[src/rtl/inst_mem_arbiter_pkg.sv]
// Shared instruction-memory constants and arbiter types.
// Contents:
//   ADDR_WIDTH / DATA_WIDTH / MEM_INST_DEPTH : instruction memory geometry
//   INST_ARB_STARVE_DEFAULT                  : default starvation limit for the debug port
//   arb_state_e / arb_owner_e                : arbiter state and response owner encodings
//   addr_fault()                             : misaligned / out-of-range address check
package inst_mem_arbiter_pkg;

    localparam int ADDR_WIDTH              = 32;
    localparam int DATA_WIDTH              = 32;
    localparam int MEM_INST_DEPTH          = 1024;
    localparam int INST_ARB_STARVE_DEFAULT = 4;
    // Wide enough for any starvation limit in 1..15.
    localparam int STARVE_CNT_WIDTH        = 4;

    typedef enum logic {
        ARB_IDLE = 1'b0,
        ARB_RESP = 1'b1
    } arb_state_e;

    typedef enum logic {
        OWN_F = 1'b0,
        OWN_D = 1'b1
    } arb_owner_e;

    // A fetch address faults when it is not word aligned or its word index
    // lies beyond the end of the instruction memory.
    function automatic logic addr_fault(input logic [ADDR_WIDTH-1:0] addr);
        logic [ADDR_WIDTH-3:0] word_idx_s;
        word_idx_s = addr[ADDR_WIDTH-1:2];
        return (addr[1:0] != 2'b00) ||
               (word_idx_s >= (ADDR_WIDTH-2)'(MEM_INST_DEPTH));
    endfunction

endpackage

[src/rtl/inst_arb_grant.sv]
// Combinational grant selection between fetch (F) and debug (D) requesters.
// Ports:
//   can_accept  : arbiter may take a new request this cycle
//   f_valid     : fetch request valid
//   d_valid     : debug request valid
//   last_grant  : owner of the most recent grant (INST_ARB_RR_EN builds)
//   starve_cnt  : consecutive F wins while D waited (default build)
//   f_grant     : fetch request granted
//   d_grant     : debug request granted
// Build option: INST_ARB_RR_EN selects strict round-robin; otherwise fixed
// F-over-D priority with a starvation override for D.
module inst_arb_grant
    import inst_mem_arbiter_pkg::*;
#(
    parameter int STARVE_LIMIT = INST_ARB_STARVE_DEFAULT
) (
    input  logic                        can_accept,
    input  logic                        f_valid,
    input  logic                        d_valid,
`ifdef INST_ARB_RR_EN
    input  arb_owner_e                  last_grant,
`else
    input  logic [STARVE_CNT_WIDTH-1:0] starve_cnt,
`endif
    output logic                        f_grant,
    output logic                        d_grant
);

`ifndef INST_ARB_RR_EN
    logic d_starved_s;

    // D has lost enough consecutive arbitrations to be forced through.
    assign d_starved_s = (starve_cnt >= STARVE_CNT_WIDTH'(STARVE_LIMIT));
`endif

    // Pick at most one winner; conflicts resolved by the configured policy.
    always_comb begin
        f_grant = 1'b0;
        d_grant = 1'b0;
        if (!can_accept) begin
            f_grant = 1'b0;
            d_grant = 1'b0;
        end else if (f_valid && d_valid) begin
`ifdef INST_ARB_RR_EN
            if (last_grant == OWN_F) begin
                d_grant = 1'b1;
            end else begin
                f_grant = 1'b1;
            end
`else
            if (d_starved_s) begin
                d_grant = 1'b1;
            end else begin
                f_grant = 1'b1;
            end
`endif
        end else if (f_valid) begin
            f_grant = 1'b1;
        end else if (d_valid) begin
            d_grant = 1'b1;
        end else begin
            f_grant = 1'b0;
            d_grant = 1'b0;
        end
    end

endmodule

[src/rtl/inst_mem_arbiter.sv]
// Shares the combinational instruction-memory read port between the fetch
// stage (F) and the debug/loader port (D). One outstanding transaction,
// registered responses held until their owner accepts them; a new grant may
// be issued in the same cycle the held response is consumed.
// Ports:
//   clk, rst                        : clock, asynchronous active-high reset
//   f_req_valid/f_req_addr/f_req_ready     : fetch request handshake
//   f_resp_valid/f_resp_data/f_resp_fault/f_resp_ready : fetch response
//   d_req_* / d_resp_*              : same for the debug port
//   mem_addr                        : address driven to inst_mem (0 when idle)
//   mem_inst                        : combinational read data from inst_mem
// Build option: define INST_ARB_RR_EN for strict round-robin arbitration
// (starvation counter and STARVE_LIMIT are then unused).
module inst_mem_arbiter
    import inst_mem_arbiter_pkg::*;
#(
    parameter int STARVE_LIMIT = INST_ARB_STARVE_DEFAULT
) (
    input  logic                  clk,
    input  logic                  rst,
    input  logic                  f_req_valid,
    input  logic [ADDR_WIDTH-1:0] f_req_addr,
    output logic                  f_req_ready,
    output logic                  f_resp_valid,
    output logic [DATA_WIDTH-1:0] f_resp_data,
    output logic                  f_resp_fault,
    input  logic                  f_resp_ready,
    input  logic                  d_req_valid,
    input  logic [ADDR_WIDTH-1:0] d_req_addr,
    output logic                  d_req_ready,
    output logic                  d_resp_valid,
    output logic [DATA_WIDTH-1:0] d_resp_data,
    output logic                  d_resp_fault,
    input  logic                  d_resp_ready,
    output logic [ADDR_WIDTH-1:0] mem_addr,
    input  logic [DATA_WIDTH-1:0] mem_inst
);

    arb_state_e            state_r;
    arb_state_e            state_nxt_s;
    arb_owner_e            owner_r;
    arb_owner_e            owner_nxt_s;
    logic                  f_resp_valid_r;
    logic                  f_valid_nxt_s;
    logic                  d_resp_valid_r;
    logic                  d_valid_nxt_s;
    logic [DATA_WIDTH-1:0] f_resp_data_r;
    logic                  f_resp_fault_r;
    logic [DATA_WIDTH-1:0] d_resp_data_r;
    logic                  d_resp_fault_r;
    logic                  resp_done_s;
    logic                  can_accept_s;
    logic                  f_grant_s;
    logic                  d_grant_s;
    logic [ADDR_WIDTH-1:0] grant_addr_s;
    logic                  grant_fault_s;
    logic [DATA_WIDTH-1:0] capture_data_s;

    // The held response is consumed this cycle; rst blocks every new grant.
    assign resp_done_s  = (state_r == ARB_RESP) &&
                          ((owner_r == OWN_F) ? (f_resp_valid_r && f_resp_ready)
                                              : (d_resp_valid_r && d_resp_ready));
    assign can_accept_s = !rst && ((state_r == ARB_IDLE) || resp_done_s);

`ifdef INST_ARB_RR_EN
    arb_owner_e last_grant_r;

    inst_arb_grant #(.STARVE_LIMIT(STARVE_LIMIT)) u_grant (
        .can_accept (can_accept_s),
        .f_valid    (f_req_valid),
        .d_valid    (d_req_valid),
        .last_grant (last_grant_r),
        .f_grant    (f_grant_s),
        .d_grant    (d_grant_s)
    );

    // Remember the last winner; reset to D so F takes the first conflict.
    always_ff @(posedge clk or posedge rst) begin
        if (rst) begin
            last_grant_r <= OWN_D;
        end else if (f_grant_s) begin
            last_grant_r <= OWN_F;
        end else if (d_grant_s) begin
            last_grant_r <= OWN_D;
        end
    end
`else
    logic [STARVE_CNT_WIDTH-1:0] starve_cnt_r;

    inst_arb_grant #(.STARVE_LIMIT(STARVE_LIMIT)) u_grant (
        .can_accept (can_accept_s),
        .f_valid    (f_req_valid),
        .d_valid    (d_req_valid),
        .starve_cnt (starve_cnt_r),
        .f_grant    (f_grant_s),
        .d_grant    (d_grant_s)
    );

    // Count consecutive F wins that D sat through; the grant logic never
    // lets it pass STARVE_LIMIT, so no saturation is needed.
    always_ff @(posedge clk or posedge rst) begin
        if (rst) begin
            starve_cnt_r <= '0;
        end else if (d_grant_s || !d_req_valid) begin
            starve_cnt_r <= '0;
        end else if (f_grant_s) begin
            starve_cnt_r <= starve_cnt_r + STARVE_CNT_WIDTH'(1);
        end
    end
`endif

    // Route the winner's address to the memory and derive its fault flag.
    always_comb begin
        grant_addr_s = '0;
        if (f_grant_s) begin
            grant_addr_s = f_req_addr;
        end else if (d_grant_s) begin
            grant_addr_s = d_req_addr;
        end else begin
            grant_addr_s = '0;
        end
    end

    assign grant_fault_s  = addr_fault(grant_addr_s);
    assign capture_data_s = grant_fault_s ? '0 : mem_inst;

    // Next state / owner / response-valid: a grant always wins over a plain
    // completion so back-to-back transfers keep state in RESP.
    always_comb begin
        state_nxt_s   = state_r;
        owner_nxt_s   = owner_r;
        f_valid_nxt_s = f_resp_valid_r;
        d_valid_nxt_s = d_resp_valid_r;
        if (f_grant_s || d_grant_s) begin
            state_nxt_s   = ARB_RESP;
            owner_nxt_s   = d_grant_s ? OWN_D : OWN_F;
            f_valid_nxt_s = f_grant_s;
            d_valid_nxt_s = d_grant_s;
        end else if (resp_done_s) begin
            state_nxt_s   = ARB_IDLE;
            f_valid_nxt_s = 1'b0;
            d_valid_nxt_s = 1'b0;
        end else begin
            state_nxt_s   = state_r;
        end
    end

    // State, owner and response-valid registers.
    always_ff @(posedge clk or posedge rst) begin
        if (rst) begin
            state_r        <= ARB_IDLE;
            owner_r        <= OWN_F;
            f_resp_valid_r <= 1'b0;
            d_resp_valid_r <= 1'b0;
        end else begin
            state_r        <= state_nxt_s;
            owner_r        <= owner_nxt_s;
            f_resp_valid_r <= f_valid_nxt_s;
            d_resp_valid_r <= d_valid_nxt_s;
        end
    end

    // Per-port response payload, written only on that port's grant so it
    // stays stable while the response waits for its owner.
    always_ff @(posedge clk or posedge rst) begin
        if (rst) begin
            f_resp_data_r  <= '0;
            f_resp_fault_r <= 1'b0;
            d_resp_data_r  <= '0;
            d_resp_fault_r <= 1'b0;
        end else if (f_grant_s) begin
            f_resp_data_r  <= capture_data_s;
            f_resp_fault_r <= grant_fault_s;
        end else if (d_grant_s) begin
            d_resp_data_r  <= capture_data_s;
            d_resp_fault_r <= grant_fault_s;
        end
    end

    assign f_req_ready  = f_grant_s;
    assign d_req_ready  = d_grant_s;
    assign mem_addr     = grant_addr_s;
    assign f_resp_valid = f_resp_valid_r;
    assign f_resp_data  = f_resp_data_r;
    assign f_resp_fault = f_resp_fault_r;
    assign d_resp_valid = d_resp_valid_r;
    assign d_resp_data  = d_resp_data_r;
    assign d_resp_fault = d_resp_fault_r;

endmodule

[config.mk]
export PLATFORM = sky130hd
export DESIGN_NAME = inst_mem_arbiter
export DESIGN_NICKNAME = d
export VERILOG_FILES = /design/src/rtl/inst_mem_arbiter_pkg.sv /design/src/rtl/inst_arb_grant.sv /design/src/rtl/inst_mem_arbiter.sv
export SDC_FILE = /design/constraint.sdc
export NUM_CORES = 1
export LEC_CHECK = 0
export ABC_AREA = 0
export BUFFER_PORTS_ARGS = -buffer_cell sky130_fd_sc_hd__clkbuf_2
export CAP_MARGIN = 20
export CORE_MARGIN = 5
export CORE_UTILIZATION = 27
export DETAILED_ROUTE_END_ITERATION = 6
export PLACE_DENSITY = 0.61
export SYNTH_ARGS = -nofsm -noshare
export SYNTH_HDL_FRONTEND = slang
export SYNTH_HIERARCHICAL = 1
export SYNTH_SLANG_ARGS = --single-unit
[constraint.sdc]
create_clock -name clk -period 4.35 [get_ports clk]
set_clock_uncertainty 0.2 [all_clocks]
set_input_delay 0 -clock clk [delete_from_list [all_inputs] [get_ports clk]]
set_output_delay 0 -clock clk [all_outputs]
set_load 0.05 [all_outputs]
# --- Word-level counts from Yosys, hierarchy flattened ---
# Index checks and enable logic that the tools add are counted.
totals:
  word_cells: 49
  output_inout_bits: 102
  reg_bits: 74
  in_bits: 102
classes:
  bitwise: 2
  n_lt_le_gt_ge: 2
  mux: 20
  n_reduce_logical: 15
  add_sub_neg: 1
ops:
  columns: ["op", "n"]
  rows:
  - ["32-bit 2-to-1 mux", 3]
  - ["30-bit by 11-bit >= comparator with 1-bit output (second input constant)", 1]
  - ["1-bit 2-to-1 mux", 15]
  - ["4-bit 2-to-1 mux", 2]
  - ["2-bit nonzero test", 3]
  - ["1-bit logical AND", 5]
  - ["4-bit by 1-bit adder with 4-bit output (second input constant)", 1]
  - ["4-bit by 3-bit >= comparator with 1-bit output (second input constant)", 1]
  - ["1-bit logical OR", 4]
  - ["1-bit zero test", 2]
  - ["1-bit inverter", 2]
  - ["2-bit AND reduction", 1]

# --- Logic depth before layout (Yosys ltp) ---
# Gate-level depths: netlist of run 1.
logic_depth:
  ltp_word: 11
  depth_mapped: 10

# --- By module ---
# Netlist of run 1, hierarchy kept.
by_module_without_submodules:
  columns: ["mod", "cells_each", "n_inst", "area_per_inst_um2", "seq_area_each_um2"]
  rows:
  - ["inst_mem_arbiter", 280, 1, 3383.2, 1851.8]
  - ["inst_arb_grant", 5, 1, 23.8, 0.0]

# --- Least setup slack after synthesis of run 1 ---
# No wires, ideal clock.
synth_path:
  kind: "flip-flop to output port"
  start: "register d_resp_valid_r, in the netlist d_resp_valid"
  end: "output port mem_addr[16]"
  t_required_ns: 4.150
  n_path_buf: 0
  path_slack_ns: 0.796
  arrival_ns: 3.354
  stages_incl_launch_ff: 8
  cell_sequence: "dfrtp_1 -> and3_1 -> nor2_1 -> a21oi_1 -> nand2_1 -> a21oi_1 -> nand2_1 -> o21ai_0"
synth_via:
  elab_chain_len: 8
  elab_cells_between_ends: 9
  classes_between: "5 x mux; 4 x reduce/logical"
synth_rtl:
  columns: ["item", "line_no", "source"]
  rows:
  - ["from (decl)", "inst_mem_arbiter.sv:45", "logic d_resp_valid_r;"]
  - ["from (signal assigned)", "inst_mem_arbiter.sv:159", "d_resp_valid_r <= d_valid_nxt_s;"]
  - ["1-bit logical AND", "inst_mem_arbiter.sv:62", ": (d_resp_valid_r && d_resp_ready));"]
  - ["1-bit 2-to-1 mux", "inst_mem_arbiter.sv:61", "((owner_r == OWN_F) ? (f_resp_valid_r && f_resp_ready)"]
  - ["1-bit logical AND", "inst_mem_arbiter.sv:60", "assign resp_done_s = (state_r == ARB_RESP) &&"]
  - ["1-bit logical OR", "inst_mem_arbiter.sv:63", "assign can_accept_s = !rst && ((state_r == ARB_IDLE) || resp_done_s);"]
  - ["1-bit logical AND", "inst_mem_arbiter.sv:63", null]
  - ["named net can_accept_s", "inst_mem_arbiter.sv:52", "logic can_accept_s;"]
  - ["1-bit 2-to-1 mux", "inst_arb_grant.sv:40", "if (!can_accept) begin"]
  - ["named net d_req_ready", "inst_mem_arbiter.sv:30", "output logic d_req_ready,"]
  - ["32-bit 2-to-1 mux", "inst_mem_arbiter.sv:117", "end else if (d_grant_s) begin"]
  - ["32-bit 2-to-1 mux", "inst_mem_arbiter.sv:115", "if (f_grant_s) begin"]
  - ["to (decl)", "inst_mem_arbiter.sv:35", "output logic [ADDR_WIDTH-1:0] mem_addr,"]
# The timed path passes the listed nets, and every way through them passes these cells.

# --- Worst setup path in the final report of run 1 ---
layout_path:
  start: "register owner_r"
  end: "output port mem_addr[9]"
layout_via:
  elab_chain_len: 7
  elab_cells_between_ends: 8
  classes_between: "5 x mux; 3 x reduce/logical"
layout_rtl:
  columns: ["item", "line_no", "source"]
  rows:
  - ["from (decl)", "inst_mem_arbiter.sv:41", "arb_owner_e owner_r;"]
  - ["from (signal assigned)", "inst_mem_arbiter.sv:157", "owner_r <= owner_nxt_s;"]
  - ["1-bit 2-to-1 mux *", "inst_mem_arbiter.sv:61", null]
  - ["1-bit logical AND *", "inst_mem_arbiter.sv:60", null]
  - ["1-bit logical OR *", "inst_mem_arbiter.sv:63", null]
  - ["1-bit logical AND *", "inst_mem_arbiter.sv:63", null]
  - ["named net can_accept_s", "inst_mem_arbiter.sv:52", null]
  - ["1-bit 2-to-1 mux", "inst_arb_grant.sv:40", null]
  - ["32-bit 2-to-1 mux", "inst_mem_arbiter.sv:117", null]
  - ["32-bit 2-to-1 mux *", "inst_mem_arbiter.sv:115", null]
# Mark *: on every way through the listed nets, which the timed path passes. The rest lies on a longest branch.

==> impl_metrics.yaml, run 1 <==
run_status:
  outcome: "complete, no violations"
yosys:
  synth_edf_count: 0
  synth.distinct_cells: 36
  synth_nets: 388
  synth.avg_cell_area_um2: 12.0
  synthCells: 285
  ys_ff_latch: 74
  yosys_warnings: 6
  ys_async_sr_fraction_pct: 100
  synth_flop_cell: "dfrtp_1"
  synthesis.area_um2: 3410
  ys_seq_area_share_pct: 54.4
die:
  placementRows: 41
  start_util_pct: 27.2
  dieArea_um2: 15000
  core_um2: 12500
  ios: 204
  die_y_um: 122
  die_w_um: 122
sta:
  fmax_mhz: 317
  worst_slew_pin_slew_ns: 0.792
  drv_slew: 0
  post-route-min-period_ns: 3.15
  rsz0062_at_grt: "no"
  finalHoldViolCount: 0
  fin_crit_sh_pct: 72.5
  maxSlewHeadroom_pct: 47.1
  fin_setup_tns_ns: 0
  finalSetupViolations: 0
pwr:
  p_int_mw: 1.41
  p_leak_nw: 2.77
  comb_power_share_pct: 26.3
  p_clk_share_pct: 38.9
  p_switching_mw: 0.679
  power-per-cell-area_nw_per_um2: 395
  p_sw_share_pct: 32.5
  ir_drop_v: 0.000198
  sequentialPowerShare_pct: 34.8
global_route:
  grt_pass1_vias: 3662
  grt_pass1_wl_um: 19500
  grt-ovfl-total: 0
  track_usage_pct: 16.9
  grt_max_degree: 39
  antenna_found_initial: 0
cells_and_area:
  multi_input_area_um2: 1420
  final_common_cell: "clkbuf_2"
  drive_above_1_share_pct: 50.9
  antenna_cells: 0
  fillerInstances: 1236
  nets: 617
  mostFrequentLayoutCells: "clkbuf_2 (203), dfrtp_1 (74), dlygate4sd3_1 (36)"
  regArea_um2: 1850
  syn2layout_area_growth_pct: 55.2
  final_area_um2: 5290
worst_setup_path:
  crit_fanout: 32
  worstSetupStartpointType: "flop"
  cp-end-kind: "primary output"
  required_ns: 4.15
  arrival_ns: 2.95
  critPathKind: "flop to primary output"
detailed_routing:
  routed_wl_um: 13000
  wl_met2_um: 6740
  dr.pass1.iters: 4
  vias: 3526
  wl_met1_um: 4790
  drtIter0Drc: 186
  wl_per_cell_um: 18.9
  drcViolationCount: 0
  final_antenna_net_count: 0
  avgViaCountPerCell: 5.10
  wl_met3_um: 1220
  top_layer: "met4"
clock_tree:
  clk_latency_ns: 0.32
  post_cts_buffers: 0
  clk_pin_slew_worst_paths_ns: 0.05
  clock-root-buffer: "clkbuf_16"
  htreeDepth: 3
  cts_hold_buf: 36
  numCtsBuffers: 9
  clk_path_buf_depth: 2
  cts_sinks: 74
  cts_tree: "yes"
  cts_resized: 0
hold_path:
  hp-class: "input pin to flop"
placed_design:
  dp_hpwl_um: 9250
  routabilityCongestion: 0.745
  io_buffers: 203
  place_area_um2: 4600
run:
  cap_violations: 0
path summary, 6_finish.rpt:
kind | startpoint | end | slack [ns] | cells past startpoint
worst max-delay path | owner_r | mem_addr[9] | 1.20 | 9
worst min-delay path | f_resp_ready | state_r | 0.04 | 4
worst max register to register | owner_r | d_resp_data[28] | 1.54 | 9
worst min register to register | f_resp_data[26] | f_resp_data[26] | 0.29 | 1
max in group asynchronous | rst | starve_cnt_r[0] | 2.78 | 4
min in group asynchronous | rst | state_r | 0.17 | 3
cell families after synthesis:
kind of cell / after synthesis / share of synthesized area [%]
xor gates and xnor gates: 3 / 0.771
AOI/OAI and AO/OA: 106 / 28.7
adders and majority gates: 1 / 0.367
buffers and inverters: 35 / 4.55
muxes: 1 / 0.294
DFF: 74 / 54.4
and+or+nand+nor: 65 / 10.9
state kept, by name (all words and copies together) (netlist names):
signal and count:
d_resp_data 32, f_resp_data 32, starve_cnt_r 4, d_resp_fault 1, d_resp_valid 1, f_resp_fault 1
f_resp_valid 1, owner_r 1, state_r 1
per-stage QoR:
step / hold slack [ns] / worst slack, ns / power (mW) / util [%] / std cells
5_1_grt: 0.0636 / 1.03 / 2.17 / 42.2 / 691
2_1_floorplan: -0.0603 / 0.796 / 1.09 / - / 285
3_5_place_dp: 0.00194 / 1.50 / 1.26 / 36.7 / 639
3_3_place_gp: -0.0132 / 1.58 / 1.25 / 36.7 / 639
4_1_cts: 0.0220 / 1.17 / 2.11 / 42.2 / 691
6_report: 0.0359 / 1.20 / 2.09 / 42.2 / 691
routing by layer:
layer / global-route usage (%) / up-vias
met4: 6.58 / 0
li1: - / 1601
met2: 30.7 / 177
met3: 4.47 / 18
met1: 18.8 / 1730
met5: 0 / -
layout make-up:
class                   count  area share (%)
flip-flops and latches     74            35.0
repair buffers            250            27.6
multi-input cells         176            26.9
clock buffers              12            4.85
well taps                 172            4.07
clock inverters             4            1.40
inverters                   3           0.213
Yosys cell counts (2+ instances only):
library cell	count	area, um2
nor4_2	2	25.0
o2bb2ai_1	32	280
and3_1	2	12.5
nor4_1	6	37.5
nand2_1	6	22.5
a31o_2	2	17.5
nand3_1	32	160
dfrtp_1	74	1850
a32o_1	5	50.1
clkbuf_1	28	105
nand4_1	2	12.5
a22o_1	31	272
a32o_2	27	304
inv_1	2	7.51
o21ai_0	2	10.0
nor2_1	7	26.3
a21oi_1	3	15.0
buf_6	3	33.8
xor2_1	2	17.5
worst max-delay path, stage by stage, from the launching register on:
cell and delay (ns):
dfrtp_1 0.39, and3b_1 0.23, nor2_1 0.06, a21oi_1 0.17, nand2_1 0.07, a21oi_1 0.52
nor2b_2 0.25, buf_4 0.32, a22o_1 0.29, clkbuf_2 0.31
power by group through the flow:
stage | Clock, mW | Combinational (mW) | Sequential [mW]
2_1_floorplan | 0 | 0.323 | 0.771
3_3_place_gp | 0 | 0.517 | 0.736
3_5_place_dp | 0 | 0.523 | 0.738
4_1_cts | 0.838 | 0.551 | 0.726
5_1_grt | 0.865 | 0.578 | 0.728
6_report | 0.811 | 0.549 | 0.727
(Power assumes the default switching activity.)
==> run 2, diff against run 1 <==
--- a/config.mk
+++ b/config.mk
@@ -11,7 +11,7 @@
 export CORE_MARGIN = 5
 export CORE_UTILIZATION = 27
 export DETAILED_ROUTE_END_ITERATION = 6
-export PLACE_DENSITY = 0.61
+export PLACE_DENSITY = 0.63
 export SYNTH_ARGS = -nofsm -noshare
 export SYNTH_HDL_FRONTEND = slang
 export SYNTH_HIERARCHICAL = 1
==> constraint.sdc (replaced) <==
create_clock -name clk -period 2.8 [get_ports clk]
set_clock_uncertainty 0.2 [all_clocks]
set_input_delay 0 -clock clk [delete_from_list [all_inputs] [get_ports clk]]
set_output_delay 0 -clock clk [all_outputs]
set_load 0.05 [all_outputs]
==> impl_metrics.yaml, run 2 (synthesis results as in run 1) <==
run_status:
  outcome: "complete, no violations"
hold_path:
  min_from: "f_resp_ready"
  hp-class: "input pin to flop"
sta:
  fin_crit_sh_pct: 92.1
  fmax_mhz: 388
  rsz0062_at_grt: "no"
  maxSlewHeadroom_pct: 61.3
  drv_slew: 0
  worst_slew_pin_slew_ns: 0.575
  fin_setup_tns_ns: 0
  finalHoldViolCount: 0
  finalSetupViolations: 0
  post-route-min-period_ns: 2.58
clock_tree:
  cts_sinks: 74
  cts_tree: "yes"
  clk_pin_slew_worst_paths_ns: 0.05
  clock-root-buffer: "clkbuf_16"
  numCtsBuffers: 9
  htreeDepth: 3
  clk_latency_ns: 0.32
  clk_path_buf_depth: 2
die:
  ios: 204
  dieArea_um2: 15000
  placementRows: 41
  core_um2: 12500
  start_util_pct: 27.2
  die_y_um: 122
  die_w_um: 122
pwr:
  p_switching_mw: 1.03
  sequentialPowerShare_pct: 36.1
  p_leak_nw: 2.79
  comb_power_share_pct: 28.0
  p_sw_share_pct: 33.0
  p_clk_share_pct: 35.8
  p_int_mw: 2.09
  power-per-cell-area_nw_per_um2: 583
  ir_drop_v: 0.000265
worst_setup_path:
  timing.rr.start: "d_resp_valid"
  cp-startpoint: "owner_r"
  arrival_ns: 2.38
  critPathKind: "flop to primary output"
  crit_fanout: 27
  required_ns: 2.60
  worstSetupStartpointType: "flop"
  cp-end-kind: "primary output"
cells_and_area:
  fin_util_pct: 42.8
  nets: 620
  syn2layout_area_growth_pct: 57.3
  drive_above_1_share_pct: 57.0
  final_common_cell: "clkbuf_2"
  antenna_cells: 0
  mostFrequentLayoutCells: "clkbuf_2 (199), dfrtp_1 (73), dlygate4sd3_1 (36)"
global_route:
  track_usage_pct: 16.7
  grt_max_degree: 62
  grt_pass1_vias: 3619
  antenna_found_initial: 0
  grt-ovfl-total: 0
  grt_pass1_wl_um: 19300
placed_design:
  dp_hpwl_um: 9260
  io_buffers: 203
  routabilityCongestion: 0.746
run:
  cap_violations: 0
detailed_routing:
  vias: 3492
  dr.pass1.iters: 4
  wl_per_cell_um: 18.5
  final_antenna_net_count: 0
  routed_wl_um: 12800
  drtIter0Drc: 146
  drcViolationCount: 0
  avgViaCountPerCell: 5.04
-- run 2: changes by cell type in the layout (fill, tap and decap cells not counted), moves of 2 or more --
cell,delta
a22o_1,-29
a22o_2,+29
buf_2,+4
clkbuf_2,-4
buf_12,+3
clkinv_2,+2
-- run 2: final timing paths --
path	slack (ns)	to	cells past startpoint
max	0.22	mem_addr[21]	9
max reg2reg	0.33	d_resp_data[3]	9
max in group asynchronous	1.75	f_resp_data[31]	4
min	0.03	state_r	4
min reg2reg	0.29	f_resp_data[15]	1
min in group asynchronous	0.06	state_r	3
-- run 2: worst max-delay path, cell delays in order (launching register included) --
cell     delay (ns)
dfrtp_1        0.38
and3b_1        0.22
nor2_1         0.06
a21oi_1        0.18
nand2_1        0.11
a21oi_4        0.24
nor2b_4        0.24
buf_12         0.18
a22o_2         0.17
buf_2          0.26
-- run 2: power groups by stage --
| stage | Sequential [mW] | Combinational (mW) | Clock, mW |
|---|---|---|---|
| after floorplan | 1.20 | 0.520 | 0 |
| after global placement | 1.14 | 0.824 | 0 |
| after detailed placement | 1.15 | 0.832 | 0 |
| after CTS | 1.13 | 0.874 | 1.15 |
| after global routing | 1.13 | 0.927 | 1.20 |
| final | 1.13 | 0.877 | 1.12 |
-- run 2: timing repair --
item | 4_1_cts | 5_1_grt
hold buffers | 36 | 0
setup buffers | 0 | 1
endpoints found under the hold margin | 132 | 0
endpoints found under the setup margin | 0 | 27
gates resized for setup | 0 | 5
-- run 2: cell type report --
cell class / instances / area (um2)
clock buffer: 12 / 246
clock inverter: 3 / 40.0
fill: 1240 / 7160
inverter: 3 / 12.5
multi-input combinational: 176 / 1470
sequential: 74 / 1850
tap: 172 / 215
timing repair buffer: 253 / 1520
-- run 2: metrics by stage --
step,cells,setup WS (ns),area [um2],power [mW],hold WS (ns)
6_report,693,0.222,5360,3.13,0.0329
2_1_floorplan,285,0.00118,3460,1.72,-0.0863
3_3_place_gp,640,0.394,4680,1.97,0.0478
3_5_place_dp,640,0.338,4680,1.98,0.0577
5_1_grt,693,0.0594,5360,3.26,0.0815
4_1_cts,691,0.0129,5330,3.15,0.0166
-- run 2: metal layers --
metal	wire, um	global-route usage [%]	vias to the layer above
li1	-	-	1603
met1	4900	19.2	1719
met2	6570	30.3	158
met3	1190	4.33	12
met4	127	4.69	0
met5	0	0	-
